File: src/rtl/wb_seq_ctrl_pkg.sv
// -----------------------------------------------------------------------------
// wb_seq_ctrl_pkg
// Shared definitions for the writeback sequencer:
//   - state_t        : sequencer state encoding
//   - RW_DEF         : default register-index width
//   - RA_IDX_DEF     : default link register written by calls
//   - TIMEOUT_DEF    : default number of wait cycles allowed for mem_rdy
// -----------------------------------------------------------------------------
package wb_seq_ctrl_pkg;

  typedef enum logic [1:0] {
    ST_IDLE     = 2'd0,
    ST_MEM_WAIT = 2'd1,
    ST_WRITE    = 2'd2,
    ST_ERR      = 2'd3
  } state_t;

  localparam int RW_DEF      = 4;
  localparam int RA_IDX_DEF  = 15;
  localparam int TIMEOUT_DEF = 16;

endpackage

File: src/rtl/wb_seq_ctrl.sv
// -----------------------------------------------------------------------------
// wb_seq_ctrl
// Writeback sequencer between execute, data memory and the register file.
// Accepts one instruction at a time, runs the memory handshake for loads and
// stores, enforces a wait timeout and drives the writeback-mux selects plus a
// one-cycle register-file write strobe.
//
// Handshakes (valid/ready):
//   ex_valid/ex_ready : a transfer happens on a rising edge where both are 1;
//                       ex_valid may be raised regardless of ex_ready.
//   mem_req/mem_rdy   : mem_req stays high until an edge where mem_rdy is 1;
//                       that edge completes the request (mem_rdata sampled
//                       for loads). mem_rdy while mem_req is low is ignored.
//
// Ports:
//   clk, reset            clock (rising edge), async active-high reset
//   ex_valid/ex_ready     instruction offer / accept
//   ex_is_ld/st/call      instruction type (priority ld > st > call > ALU)
//   ex_rd                 destination register
//   mem_req/mem_we        memory request / store qualifier
//   mem_rdy/mem_rdata     memory completion / load data
//   ld_result             captured load data
//   wb_is_ld/wb_is_call   writeback-mux selects
//   rf_we/rf_waddr        register-file write strobe / index
//   mem_err               sticky timeout flag (cleared only by reset)
// The FSM state is visible on the internal signal 'state'.
// -----------------------------------------------------------------------------
module wb_seq_ctrl
  import wb_seq_ctrl_pkg::*;
#(
  parameter int RW      = RW_DEF,
  parameter int RA_IDX  = RA_IDX_DEF,
  parameter int TIMEOUT = TIMEOUT_DEF
) (
  input  logic          clk,
  input  logic          reset,
  input  logic          ex_valid,
  output logic          ex_ready,
  input  logic          ex_is_ld,
  input  logic          ex_is_st,
  input  logic          ex_is_call,
  input  logic [RW-1:0] ex_rd,
  output logic          mem_req,
  output logic          mem_we,
  input  logic          mem_rdy,
  input  logic [31:0]   mem_rdata,
  output logic [31:0]   ld_result,
  output logic          wb_is_ld,
  output logic          wb_is_call,
  output logic          rf_we,
  output logic [RW-1:0] rf_waddr,
  output logic          mem_err
);

  // Counter only has to reach TIMEOUT-1; ERR is entered before it could wrap.
  localparam int CW = $clog2(TIMEOUT);

  state_t          state;
  state_t          state_n;
  logic [CW-1:0]   cnt;
  logic [CW-1:0]   cnt_n;

  logic            lat_ld;
  logic            lat_st;
  logic            lat_call;
  logic [RW-1:0]   lat_idx;
  logic [31:0]     ld_data;

  logic            accept;
  logic            cnt_last;
  logic            dec_st;
  logic            dec_call;

  assign accept   = (state == ST_IDLE) && ex_valid;
  assign cnt_last = (cnt == CW'(TIMEOUT - 1));

  // Type priority: a load masks store and call; a store masks call.
  assign dec_st   = ex_is_st && !ex_is_ld;
  assign dec_call = ex_is_call && !ex_is_ld && !ex_is_st;

  // ---------------------------------------------------------------------------
  // State register and timeout counter
  // ---------------------------------------------------------------------------
  always_ff @(posedge clk or posedge reset) begin
    if (reset) begin
      state <= ST_IDLE;
      cnt   <= '0;
    end else begin
      state <= state_n;
      cnt   <= cnt_n;
    end
  end

  always_comb begin
    state_n = state;
    cnt_n   = cnt;
    case (state)
      ST_IDLE: begin
        if (ex_valid) begin
          if (ex_is_ld || ex_is_st) begin
            state_n = ST_MEM_WAIT;
            cnt_n   = '0;
          end else begin
            state_n = ST_WRITE;
          end
        end
      end
      ST_MEM_WAIT: begin
        // A completion in the final allowed cycle still beats the timeout.
        if (mem_rdy) begin
          state_n = lat_ld ? ST_WRITE : ST_IDLE;
        end else if (cnt_last) begin
          state_n = ST_ERR;
        end else begin
          cnt_n = cnt + 1'b1;
        end
      end
      ST_WRITE: state_n = ST_IDLE;
      ST_ERR:   state_n = ST_ERR;
      default:  state_n = ST_IDLE;
    endcase
  end

  // ---------------------------------------------------------------------------
  // Instruction latches and load-data capture
  // The writeback selects change only on accept, so they are stable from the
  // start of WRITE until the next instruction is taken.
  // ---------------------------------------------------------------------------
  always_ff @(posedge clk or posedge reset) begin
    if (reset) begin
      lat_ld   <= 1'b0;
      lat_st   <= 1'b0;
      lat_call <= 1'b0;
      lat_idx  <= '0;
      ld_data  <= '0;
    end else begin
      if (accept) begin
        lat_ld   <= ex_is_ld;
        lat_st   <= dec_st;
        lat_call <= dec_call;
        lat_idx  <= dec_call ? RW'(RA_IDX) : ex_rd;
      end
      if ((state == ST_MEM_WAIT) && mem_rdy && lat_ld) begin
        ld_data <= mem_rdata;
      end
    end
  end

  // ---------------------------------------------------------------------------
  // Outputs: decoded from state or taken straight from registers
  // ---------------------------------------------------------------------------
  assign ex_ready   = (state == ST_IDLE);
  assign mem_req    = (state == ST_MEM_WAIT);
  assign mem_we     = (state == ST_MEM_WAIT) && lat_st;
  assign rf_we      = (state == ST_WRITE) && (lat_idx != '0);
  assign rf_waddr   = lat_idx;
  assign wb_is_ld   = lat_ld;
  assign wb_is_call = lat_call;
  assign ld_result  = ld_data;
  assign mem_err    = (state == ST_ERR);

endmodule
File: config.mk
export PLATFORM = sky130hd
export DESIGN_NAME = wb_seq_ctrl
export DESIGN_NICKNAME = d
export VERILOG_FILES = /design/src/rtl/wb_seq_ctrl_pkg.sv /design/src/rtl/wb_seq_ctrl.sv
export SDC_FILE = /design/constraint.sdc
export NUM_CORES = 1
export LEC_CHECK = 0
export ABC_AREA = 1
export CELL_PAD_IN_SITES_DETAIL_PLACEMENT = 0
export CELL_PAD_IN_SITES_GLOBAL_PLACEMENT = 1
export CORE_ASPECT_RATIO = 0.75
export CORE_MARGIN = 2
export CORE_UTILIZATION = 33
export DETAILED_ROUTE_END_ITERATION = 7
export MAX_ROUTING_LAYER = met4
export PLACE_DENSITY = 0.88
export SLEW_MARGIN = 10
export SYNTH_ARGS = -nofsm -noshare
export SYNTH_HDL_FRONTEND = slang
export SYNTH_SLANG_ARGS = --single-unit
File: constraint.sdc
create_clock -name clk -period 3.4 [get_ports clk]
set_input_delay 0.68 -clock clk [delete_from_list [all_inputs] [get_ports clk]]
set_output_delay 0.68 -clock clk [all_outputs]
set_load 0.02 [all_outputs]
==> flow_metrics.env <==
export IMPL_min_delay_start="ld_result[7]"
export IMPL_die_area_um2=6830
export IMPL_met3RoutedLength_um=384
export IMPL_post_synth_main_area_contributors="dfrtp_1 (55%), nand2_1 (12%), o21ai_2 (8.2%)"
export IMPL_met1_layer_wirelength_in_the_final_routing_um=2160
export IMPL_grt_overflow_total=0
export IMPL_number_of_clock_sinks_seen_by_cts=45
export IMPL_max_clock_path_buffers=2
export IMPL_syn2layout_area_growth_pct=48.5
export IMPL_hold_path_end="ld_result[7]"
export IMPL_p_leak_nw=1.49
export IMPL_run_status="complete, no violations"
export IMPL_finalHoldViolations=0
export IMPL_largest_fanout_on_the_critical_path=5
export IMPL_core_area_um2=5890
export IMPL_post_route_cells_drive_above_1_share=0.105
export IMPL_layout_filler_cell_count=595
export IMPL_reg2regPathDepth=5
export IMPL_syn_warnings=0
export IMPL_cell_area_synth_um2=2040
export IMPL_insertedDiodeCount=0
export IMPL_hold_buffers=0
export IMPL_timing_hold_ws_ns=0.480
export IMPL_most_frequent_cell_after_synthesis="nand2_1"
export IMPL_postCtsSetupBuffers=0
export IMPL_finalCriticalPeriod_ns=2.40
export IMPL_worstHoldPathCells=2
export IMPL_synth_nets=273
export IMPL_r2r_slack_ns=1.65
export IMPL_fmax_mhz=417
export IMPL_initial_util=0.347
export IMPL_setup_worst_path_class="reg2out"
export IMPL_startpoint_class_of_the_critical_path="flop"
export IMPL_dieWidth_um=94.8
export IMPL_io_pins=86
export IMPL_synth_lib_cells_used_distinct=21
export IMPL_synth_enable_flop_cells=0
export IMPL_yosys_mux_area_fraction=0
export IMPL_timing_slew_headroom=0.387
export IMPL_max_vdd_ir_drop_mv=0.426
export IMPL_drt_iter0_markers=51
export IMPL_detail_route_wirelength_um=4390
export IMPL_crit_path_end_kind="output pin"
export IMPL_clkTransAtPathRegs_ns=0.08
export IMPL_worst_hold_path_type="reg2reg"
export IMPL_antenna_found_initial=0
export IMPL_synthesis_instances=229
export IMPL_wire_length_of_the_first_global_routing_pass_um=7220
export IMPL_adder_cell_fraction_of_synth_area=0.00613
export IMPL_post_cts_resized_instances=0
export IMPL_dieHeight_um=72.1
export IMPL_synth_largest_area_cell="dfrtp_1"
export IMPL_asyncSetResetFlopFracSynth=1.00
export IMPL_grt_pass1_vias=1614
export IMPL_cts_made_buffers=5
export IMPL_clk_root_buffer_cell="clkbuf_8"
export IMPL_drt_first_pass_iters=4
export IMPL_setup_violations_final=0
export IMPL_cts_htree_levels=2
export IMPL_post_drt_wl_per_cell_um=11.2
export IMPL_grt_max_degree=65
export IMPL_num_nets_final=359
export IMPL_cts_tree="done"
export IMPL_critical_path_reg2reg_endpoint="ld_result[29]"
export IMPL_track_usage=0.140
export IMPL_syn_mean_instance_area_um2=8.91
export IMPL_fin_worst_skew_ns=0.00572
export IMPL_power_density_cell_area_nw_per_um2=855
export IMPL_topRoutingLayerUsed="met4"
export IMPL_place_congestion=0.806
export IMPL_ys_seq_elements=45
export IMPL_synth_top_cell_area_share=0.552
export IMPL_crit_arrival_ns=1.72
export IMPL_route_antenna_remaining_nets=0
export IMPL_rsz0062_at_grt="no"
export IMPL_insertion_delay_ns=0.30
export IMPL_compound_gate_portion_of_the_synthesized_area=0.137
export IMPL_synth_top_family_by_area="simple AND/OR/NAND/NOR gates"
export IMPL_ys_seq_area_frac=0.552
export IMPL_fp_row_count=24
export IMPL_max_slew_worst_pin_slew_ns=0.918
export IMPL_synth_area_in_xor_xnor=0
export IMPL_crit_required_ns=2.72
export IMPL_via_count=1691
export IMPL_setup_total_negative_slack_ns=0
export IMPL_post_synthesis_share_of_cell_area_spent_on_and_or_nand_and_nor_gates=0.196
export IMPL_route_met2_wl_um=1790
export IMPL_drt_drc_violations_left=0
export IMPL_timing_max_transition_violations_final=0
export IMPL_timing_max_cap_violations=0
export IMPL_critical_register_to_register_path_startpoint="state[0]"
export IMPL_place_port_buffers=85
export IMPL_final_min_period_over_clock_period=0.705
export IMPL_synth_cells_most_frequent="nand2_1 (67), dfrtp_1 (45), inv_1 (41)"
export IMPL_predominant_post_synthesis_flop_cell="dfrtp_1"
export IMPL_dpl_hpwl_um=3230
export IMPL_via_per_inst=4.30
critical path: stages, from the launching register on:
cell             delay, ns
dfrtp_1               0.45
inv_1                 0.13
nand2_1               0.13
nor2_1                0.11
clkdlybuf4s50_1       0.61
per-stage QoR:
stage / power (W) / utilization / cells / cell area, µm² / setup slack, ns
6_report: 0.00259 / 0.514 / 393 / 3030 / 1.00
5_1_grt: 0.00278 / 0.514 / 393 / 3030 / 0.889
4_1_cts: 0.00263 / 0.514 / 393 / 3030 / 0.987
3_5_place_dp: 0.00223 / 0.497 / 386 / 2920 / 1.03
3_3_place_gp: 0.00221 / 0.497 / 386 / 2920 / 1.09
2_1_floorplan: 0.00165 / - / 229 / 2040 / 1.66
cell usage in the layout, fill, tap and decap left out, types with 2 or more instances in the layout:
| cell type | count |
|---|---|
| clkbuf_8 | 5 |
| o21ai_0 | 7 |
| nor2_1 | 15 |
| dfrtp_1 | 45 |
| nand3_1 | 3 |
| nand2_1 | 67 |
| nand4_1 | 2 |
| o21ai_2 | 19 |
| nand2_2 | 2 |
| inv_1 | 40 |
| inv_2 | 2 |
| clkdlybuf4s50_1 | 85 |
| o21ai_1 | 13 |
area by class of cell:
| class | count | area (µm²) | area share |
|---|---|---|---|
| clock inverter | 2 | 35.0 | 0.0116 |
| tap | 78 | 97.6 | 0.0322 |
| sequential | 45 | 1130 | 0.372 |
| clock buffer | 5 | 68.8 | 0.0227 |
| timing repair buffer | 85 | 851 | 0.281 |
| multi-input combinational | 136 | 692 | 0.229 |
| inverter | 42 | 158 | 0.0521 |
per-layer routing:
metal,up-vias,global-route usage
met4,0,0.0435
li1,872,-
met3,8,0.0519
met2,62,0.203
met5,-,-
met1,749,0.184
how the worst max path moves through the flow:
stage	endpoint	slack, ns	from
floorplan	cnt[0]	1.66	reset
global placement	ld_result[4]	1.09	mem_rdy
detailed placement	ld_result[9]	1.03	mem_rdy
CTS	mem_we	0.99	state[1]
global route	mem_we	0.89	state[1]
finish	mem_we	1.00	state[1]
registers in the layout, summed over array words and instances, names as in the netlist:
signal / flops
cnt: 4
wb_is_call: 1
rf_waddr: 4
wb_is_ld: 1
state: 2
ld_result: 32
lat_st: 1
logic make-up (layout without fill, tap and decap cells):
kind of cell	Yosys count	count (layout)
adders and majority gates	1	1
DFF	45	45
and+or+nand+nor	94	94
AOI/OAI and AO/OA	41	41
buffers and inverters	48	134
power breakdown:
group          total, W  switching [W]  internal [W]
Sequential     0.000920       0.000153      0.000767
Clock          0.000384       0.000171      0.000214
Combinational   0.00128       0.000686      0.000598
Total           0.00259        0.00101       0.00158
Note: power is estimated with default switching activity, not from simulation.
